File: src/rtl/cpu_pkg.sv
// Shared RV32I core constants: datapath width and load funct3 encodings.
package cpu_pkg;

  localparam int unsigned XLEN = 32;

  localparam logic [2:0] F3_LB  = 3'b000;
  localparam logic [2:0] F3_LH  = 3'b001;
  localparam logic [2:0] F3_LW  = 3'b010;
  localparam logic [2:0] F3_LBU = 3'b100;
  localparam logic [2:0] F3_LHU = 3'b101;

endpackage

File: src/rtl/load_extend.sv
// Selects the addressed byte/half of a memory word and sign- or zero-extends it.
module load_extend
  import cpu_pkg::*;
(
  input  logic [XLEN-1:0] data,
  input  logic [2:0]      funct3,
  input  logic [1:0]      off,
  output logic [XLEN-1:0] ext_c
);

  logic [7:0]  w_byte;
  logic [15:0] w_half;

  // Halfword select ignores off[0]; misaligned halves are not trapped here.
  always_comb begin
    w_byte = data[{off, 3'b000} +: 8];
    w_half = off[1] ? data[31:16] : data[15:0];
  end

  always_comb begin
    ext_c = data;
    case (funct3)
      F3_LB:   ext_c = {{(XLEN-8){w_byte[7]}}, w_byte};
      F3_LH:   ext_c = {{(XLEN-16){w_half[15]}}, w_half};
      F3_LW:   ext_c = data;
      F3_LBU:  ext_c = {{(XLEN-8){1'b0}}, w_byte};
      F3_LHU:  ext_c = {{(XLEN-16){1'b0}}, w_half};
      default: ext_c = data;
    endcase
  end

endmodule

File: src/rtl/memwb_stage.sv
// MEM/WB pipeline boundary: WB registers, load alignment, write-back mux,
// stall hold buffer for synchronous data memory, and retired-instruction counter.
module memwb_stage
  import cpu_pkg::*;
#(
  parameter int unsigned XLEN  = cpu_pkg::XLEN,
  parameter int unsigned CNT_W = 64
) (
  input  logic             clk,
  input  logic             reset,
  input  logic             stall,
  input  logic             MEM_valid,
  input  logic [XLEN-1:0]  MEM_ALU_out,
  input  logic [XLEN-1:0]  MEM_pc,
  input  logic [4:0]       MEM_write_addr,
  input  logic [2:0]       MEM_funct3,
  input  logic             MEM_RDSrc,
  input  logic             MEM_MemtoReg,
  input  logic             MEM_MemRead,
  input  logic             MEM_RegWrite,
  input  logic [XLEN-1:0]  DM_DO,
  output logic [XLEN-1:0]  WB_rd_data,
  output logic [4:0]       WB_write_addr,
  output logic             WB_RegWrite,
  output logic             WB_valid,
  output logic [CNT_W-1:0] instret
);

  logic             r_valid;
  logic [4:0]       r_write_addr;
  logic             r_regwrite;
  logic             r_memtoreg;
  logic [2:0]       r_funct3;
  logic [1:0]       r_off;
  logic [XLEN-1:0]  r_alu_rd;
  logic [XLEN-1:0]  r_hold_data;
  logic             r_hold_valid;
  logic [CNT_W-1:0] r_instret;

  logic [XLEN-1:0]  w_src;
  logic [XLEN-1:0]  w_load;
  logic             w_unused;

  // Load qualification is carried by MemtoReg; MemRead is informational only.
  assign w_unused = MEM_MemRead;

  // WB pipeline registers; rd=0 and bubbles never write the register file.
  always_ff @(posedge clk or posedge reset) begin
    if (reset) begin
      r_valid      <= 1'b0;
      r_write_addr <= 5'd0;
      r_regwrite   <= 1'b0;
      r_memtoreg   <= 1'b0;
      r_funct3     <= 3'd0;
      r_off        <= 2'd0;
      r_alu_rd     <= '0;
    end else if (!stall) begin
      r_valid      <= MEM_valid;
      r_write_addr <= MEM_write_addr;
      r_regwrite   <= MEM_valid & MEM_RegWrite & (|MEM_write_addr);
      r_memtoreg   <= MEM_MemtoReg;
      r_funct3     <= MEM_funct3;
      r_off        <= MEM_ALU_out[1:0];
      r_alu_rd     <= MEM_RDSrc ? (MEM_pc + XLEN'(4)) : MEM_ALU_out;
    end
  end

  // Freeze the first memory word seen under stall; memory may move on meanwhile.
  always_ff @(posedge clk or posedge reset) begin
    if (reset) begin
      r_hold_data  <= '0;
      r_hold_valid <= 1'b0;
    end else if (!stall) begin
      r_hold_valid <= 1'b0;
    end else if (!r_hold_valid) begin
      r_hold_data  <= DM_DO;
      r_hold_valid <= 1'b1;
    end
  end

  always_ff @(posedge clk or posedge reset) begin
    if (reset) begin
      r_instret <= '0;
    end else if (!stall && MEM_valid) begin
      r_instret <= r_instret + CNT_W'(1);
    end
  end

  assign w_src = r_hold_valid ? r_hold_data : DM_DO;

  load_extend u_load_extend (
    .data   (w_src),
    .funct3 (r_funct3),
    .off    (r_off),
    .ext_c  (w_load)
  );

  assign WB_rd_data    = r_memtoreg ? w_load : r_alu_rd;
  assign WB_write_addr = r_write_addr;
  assign WB_RegWrite   = r_regwrite;
  assign WB_valid      = r_valid;
  assign instret       = r_instret;

endmodule

File: config.mk
export PLATFORM = sky130hd
export DESIGN_NAME = memwb_stage
export DESIGN_NICKNAME = d
export VERILOG_FILES = /design/src/rtl/cpu_pkg.sv /design/src/rtl/load_extend.sv /design/src/rtl/memwb_stage.sv
export SDC_FILE = /design/constraint.sdc
export NUM_CORES = 1
export LEC_CHECK = 0
export BUFFER_PORTS_ARGS = -buffer_cell sky130_fd_sc_hd__buf_2
export CAP_MARGIN = 20
export CORE_ASPECT_RATIO = 2
export CORE_MARGIN = 2
export CORE_UTILIZATION = 54
export CTS_CLUSTER_DIAMETER = 30
export DETAILED_ROUTE_END_ITERATION = 6
export MAX_ROUTING_LAYER = met4
export PLACE_DENSITY = 0.83
export SETUP_SLACK_MARGIN = 0.3
export SLEW_MARGIN = 10
export SYNTH_ARGS = -nofsm -noshare
export SYNTH_HDL_FRONTEND = slang
export SYNTH_HIERARCHICAL = 1
export SYNTH_SLANG_ARGS = --single-unit
File: constraint.sdc
create_clock -name clk -period 6.4 [get_ports clk]
set_clock_uncertainty 0.2 [all_clocks]
set_input_delay 1.28 -clock clk [delete_from_list [all_inputs] [get_ports clk]]
set_output_delay 1.28 -clock clk [all_outputs]
set_load 0.05 [all_outputs]
# ---- Word-level counts from Yosys, hierarchy flattened
# Index checks and enable logic that the tools add are counted.
dict set report op_classes {
  shifts 1
  mux 6
  n_eq_ne 3
  add_sub_neg 2
  reduce_logical 4
  bitwise 2
}
# operator count
set op_table {}
lappend op_table {{case mux 32 bit (4 select lines)} 1}
lappend op_table {{2-to-1 mux 32 bit} 3}
lappend op_table {{adder 64 x 1 -> 64 bit (second input constant)} 1}
lappend op_table {{adder 32 x 3 -> 32 bit (second input constant)} 1}
lappend op_table {{variable part select 32 x 6 -> 8 bit} 1}
lappend op_table {{2-to-1 mux 16 bit} 1}
lappend op_table {{== test 3 bit (second input constant)} 2}
lappend op_table {{OR reduction 5 bit} 1}
lappend op_table {{== test 3 x 1 -> 1 bit (second input constant)} 1}
lappend op_table {{logical NOT 3 bit} 1}
lappend op_table {{bitwise AND 1 bit} 2}
lappend op_table {{logical AND 1 bit} 1}
lappend op_table {{logical NOT 1 bit} 1}
lappend op_table {{2-to-1 mux 1 bit} 1}
dict set report totals {
  ff_bits 142
  output_inout_bits 103
  in_bits 112
}

# ---- Depth between registers and ports, before layout
dict set report logic_depth {
  ltp_word 4
  ltp_mapped 8
}

# ---- Modules after synthesis
# Netlist, hierarchy kept.
# mod cells_per_inst area_each_um2 instances seq_area_each_um2
set modules_own_cells {}
lappend modules_own_cells {memwb_stage 673 7458.4 1 3553.4}
lappend modules_own_cells {load_extend 118 760.7 1 0.0}

# ---- Worst setup path before layout
# Ideal clock, no wire load.
dict set report synth_path {
  kind {input-to-output}
  startpoint {input port DM_DO[31]}
  endpoint {output port WB_rd_data[11]}
  setup_slack_ps 2165
  arrival_ps 2755
  path_stages 6
  cell_sequence {mux2_2 > mux4_2 > nand3_2 > buf_6 > o211ai_1 > mux2_2}
}
dict set report synth_between {
  elab_chain_len 4
}
# item line
set synth_lines {}
lappend synth_lines {{from (decl)} memwb_stage.sv:21} ;# input logic [XLEN-1:0] DM_DO,
lappend synth_lines {{2-to-1 mux 32 bit} -}
lappend synth_lines {{variable part select 32 x 6 -> 8 bit} load_extend.sv:16} ;# w_byte = data[{off, 3'b000} +: 8];
lappend synth_lines {{case mux 32 bit (4 select lines)} load_extend.sv:22} ;# case (funct3)
lappend synth_lines {{named net w_load[11]} memwb_stage.sv:41} ;# logic [XLEN-1:0] w_load;
lappend synth_lines {{2-to-1 mux 32 bit} memwb_stage.sv:98} ;# assign WB_rd_data = r_memtoreg ? w_load : r_alu_rd;
lappend synth_lines {{to (decl)} memwb_stage.sv:22} ;# output logic [XLEN-1:0] WB_rd_data,
# The timed path passes the listed nets, and every way through them passes these cells.

# ---- Worst setup path after layout
dict set report layout_path {
  startpoint {register r_hold_valid}
  endpoint {output port WB_rd_data[30]}
}
dict set report layout_between {
  elab_chain_len 4
  word_cells_on_any_way 5
  classes_between {shift: 1; mux: 4}
}
# item line
set layout_lines {}
lappend layout_lines {{from (decl)} memwb_stage.sv:37} ;# logic r_hold_valid;
lappend layout_lines {{from (signal assigned)} memwb_stage.sv:72} ;# r_hold_valid <= 1'b0;
lappend layout_lines {{from (signal assigned)} memwb_stage.sv:74} ;# r_hold_valid <= 1'b0;
lappend layout_lines {{from (signal assigned)} memwb_stage.sv:77} ;# r_hold_valid <= 1'b1;
lappend layout_lines {{2-to-1 mux 32 bit} -}
lappend layout_lines {{named net w_src[23]} memwb_stage.sv:40} ;# logic [XLEN-1:0] w_src;
lappend layout_lines {{variable part select 32 x 6 -> 8 bit} load_extend.sv:16}
lappend layout_lines {{case mux 32 bit (4 select lines)} load_extend.sv:22}
lappend layout_lines {{named net w_load[30]} memwb_stage.sv:41}
lappend layout_lines {{2-to-1 mux 32 bit} memwb_stage.sv:98}
# The timed path passes the listed nets, and every way through them passes these cells.

==> impl_results.md <==
- Status: completed
- Die width: 91.2 µm
- Post-synthesis cell count: 791
- WP data required: 4.92 ns
- Share of cells above drive strength 1: 38.1%
- Clock sinks: 142
- Num ports: 215
- Main synth FF type: dfrtp_1
- Clock buffer depth: 2
- Antenna Nets Post-Route: 0
- Worst-Margin Slew: 1.04 ns
- CP startpoint kind: flip-flop
- Design Area, Final: 9980 µm²
- Crit-path slowest cell: dfrtp_1
- CP Max Fanout: 22
- CTS clk-pin slew, worst paths: 0.06 ns
- Synth unique cells: 53
- Unrepaired setup endpoints after global routing: false
- Vias: 6,898
- Iteration-0 DRC Markers: 304
- Setup-violating endpoint count in the final report: 0
- Crit share post-route: 75.3%
- Crit-path max cell delay: 0.88 ns
- Ys Warns: 6
- CP endpoint kind: output pin
- Fillers: 1,218
- Async SR Flop Fraction: 100%
- R2r startpoint: instret[31]$_DFFE_PP0P_
- CTS Hold Bufs: 0
- CP arrival: 3.34 ns
- Worst Hold Class: reg -> reg
- CTS tree: done
- Antenna violations before repair: 2
- Mean post-synth cell area: 10.4 µm²
- Max-Cap Viols: 0
- GPL Wtd Cong: 1.02
- Crit. path cell count: 6
- Mapped Nets: 905
- Chip height: 178 µm
- Clock latency on the worst-skew pair: 0.41 ns
- Post-cts resize count: 0
- Crit Path Class: reg -> out
- Setup Fix Bufs, Post-CTS: 0
- Total negative slack: 0 ns
- Final hold violations: 0
- Nets: 1,096
- Vias in the first global route: 7,062
- Shortest period the worst path allows: 4.82 ns
- Global route total overflow: 0
- First-pass GRT wire length: 36,000 µm
- Critical Path, Cell by Cell: mux2_2 > mux4_2 > nand3_2 > nand3_1 > mux2_2 > buf_2
- Worst setup path endpoint: WB_rd_data[30]
- Synthesized cell area: 8220 µm²
- Setup slack on the worst flop-to-flop path: 3.78 ns
- Port-buffer cells: 213
- Reg-to-reg endpoint: instret[60]$_DFFE_PP0P_
- DR DRC count: 0
- All-Layer GR Usage: 29.2%
- DRT Wirelength: 22,600 µm
- # rows: 63
- Detailed Routing Iterations Pass 1: 6
- Via-to-Cell Ratio: 5.79
- Achievable frequency: 208 MHz
- Final HPWL DP: 17,000 µm
- Largest net degree at the start of global routing: 104
- Reg2Reg Depth: 5
- Critical path buffers and inverters: 1
- Leak: 4.82 nW
- CTS buffer count: 17
- Register area share after synthesis: 43.2%
- Initial Util: 55.5%
- Crit path launch: r_hold_valid$_DFF_PP0_
- Area after DPL: 9370 µm²
- Pwr/cell area: 282 nW/µm²
- P&R area growth vs syn: 21.5%
- Total Die Area: 16,300 µm²
- Slew margin rel.: 30.3%
- Maximum VDD drop: 0.000197 V
- Most frequent CP cell: mux2_2
- Mean routed wirelength per cell: 18.9 µm
- Core ar.: 14,800 µm²
- Number of synthesized flops with an enable pin: 0
- Top delay family on crit path: multiplexers
- Clk root buf: clkbuf_16
- Storage cell area: 3550 µm²
- Seq cells post-synth: 142
- Slew Viols, Final: 0
- Multi-input gate area: 4400 µm²
- H-tree Lvls: 4
[flip-flops by register name, summed over array words and instances, names as in the netlist]
register	count
WB_write_addr	5
r_funct3	3
r_hold_data	32
WB_RegWrite	1
r_memtoreg	1
WB_valid	1
r_alu_rd	32
r_hold_valid	1
r_off	2
instret	64
[cells in the mapped netlist, types with 17 or more instances]
cell type,count,share of area (%)
nand4_1,25,1.9
dfrtp_1,142,43
clkbuf_1,27,1.2
xnor2_1,48,5.1
nand2_1,61,2.8
mux2i_1,22,2.7
xor2_1,29,3.1
nor2_1,40,1.8
nor3_1,17,1.0
o21ai_0,35,2.1
mux2_2,110,15
nand3_1,51,3.1
and3_1,19,1.4
[power breakdown]
group / internal, W / total, W / switching, W
combinational: 0.000261 / 0.000734 / 0.000473
sequential: 0.000986 / 0.00106 / 0.0000780
clock: 0.000641 / 0.00102 / 0.000378
[layout by cell type (no fill, tap or decap), types with 19 or more instances in the layout]
master   instances
and3_1          19
buf_2          212
dfrtp_1        142
mux2_2         110
mux2i_1         22
nand2_1         61
nand3_1         51
nand4_1         25
nor2_1          40
o21ai_0         35
xnor2_1         48
xor2_1          29
[logic make-up (layout without fill, tap and decap cells)]
| group | after synthesis | after routing | share of synthesized area (%) |
|---|---|---|---|
| AOI/OAI and AO/OA | 97 | 97 | 7.67 |
| xor gates and xnor gates | 77 | 77 | 8.21 |
| adders and majority gates | 2 | 2 | 0.304 |
| buffers and inverters | 61 | 264 | 3.26 |
| DFF | 142 | 142 | 43.2 |
| muxes | 133 | 133 | 18.0 |
| other | 0 | 2 | 0 |
| and+or+nand+nor | 279 | 279 | 19.3 |
[metal layers]
metal | up-vias | global-route usage (%) | share of wire, % | routed length, µm
met5 | - | - | 0 | 0
met4 | 0 | 18.0 | 5.8 | 1310
met3 | 78 | 4.73 | 3.9 | 870
met2 | 236 | 50.6 | 54 | 12200
met1 | 3348 | 30.8 | 36 | 8150
li1 | 3236 | - | - | -
[final cells by class]
cell class	count	area share, %
clock inverter	10	1.37
antenna	2	0.0501
timing repair buffer	219	11.2
multi-input combinational	588	44.1
sequential	142	35.6
tap	195	2.44
inverter	14	0.576
clock buffer	21	4.71
[through the flow]
| stage | hold WS [ns] | instances | total power, W | utilization, % | setup WS [ns] |
|---|---|---|---|---|---|
| after floorplan | 0.248 | 791 | 0.00161 | - | 1.11 |
| after global placement | 0.259 | 1158 | 0.00179 | 63.2 | 1.71 |
| after detailed placement | 0.262 | 1158 | 0.00181 | 63.2 | 1.70 |
| after CTS | 0.275 | 1189 | 0.00283 | 67.3 | 1.57 |
| after global routing | 0.303 | 1191 | 0.00293 | 67.4 | 1.39 |
| final | 0.277 | 1191 | 0.00282 | 67.4 | 1.58 |
[how the worst min path moves through the flow]
stage / startpoint / to / slack (ns) / cells after the start
final: instret[63]$_DFFE_PP0P_ / instret[63]$_DFFE_PP0P_ / 0.28 / 1
after global routing: instret[63]$_DFFE_PP0P_ / instret[63]$_DFFE_PP0P_ / 0.30 / 1
after CTS: instret[63]$_DFFE_PP0P_ / instret[63]$_DFFE_PP0P_ / 0.27 / 1
after detailed placement: instret[63]$_DFFE_PP0P_ / instret[63]$_DFFE_PP0P_ / 0.26 / 1
after global placement: WB_valid$_DFFE_PP0N_ / WB_valid$_DFFE_PP0N_ / 0.26 / 1
after floorplan: r_alu_rd[31]$_DFFE_PP0N_ / r_alu_rd[31]$_DFFE_PP0N_ / 0.25 / 2
Power figures use the tool's default switching activity.
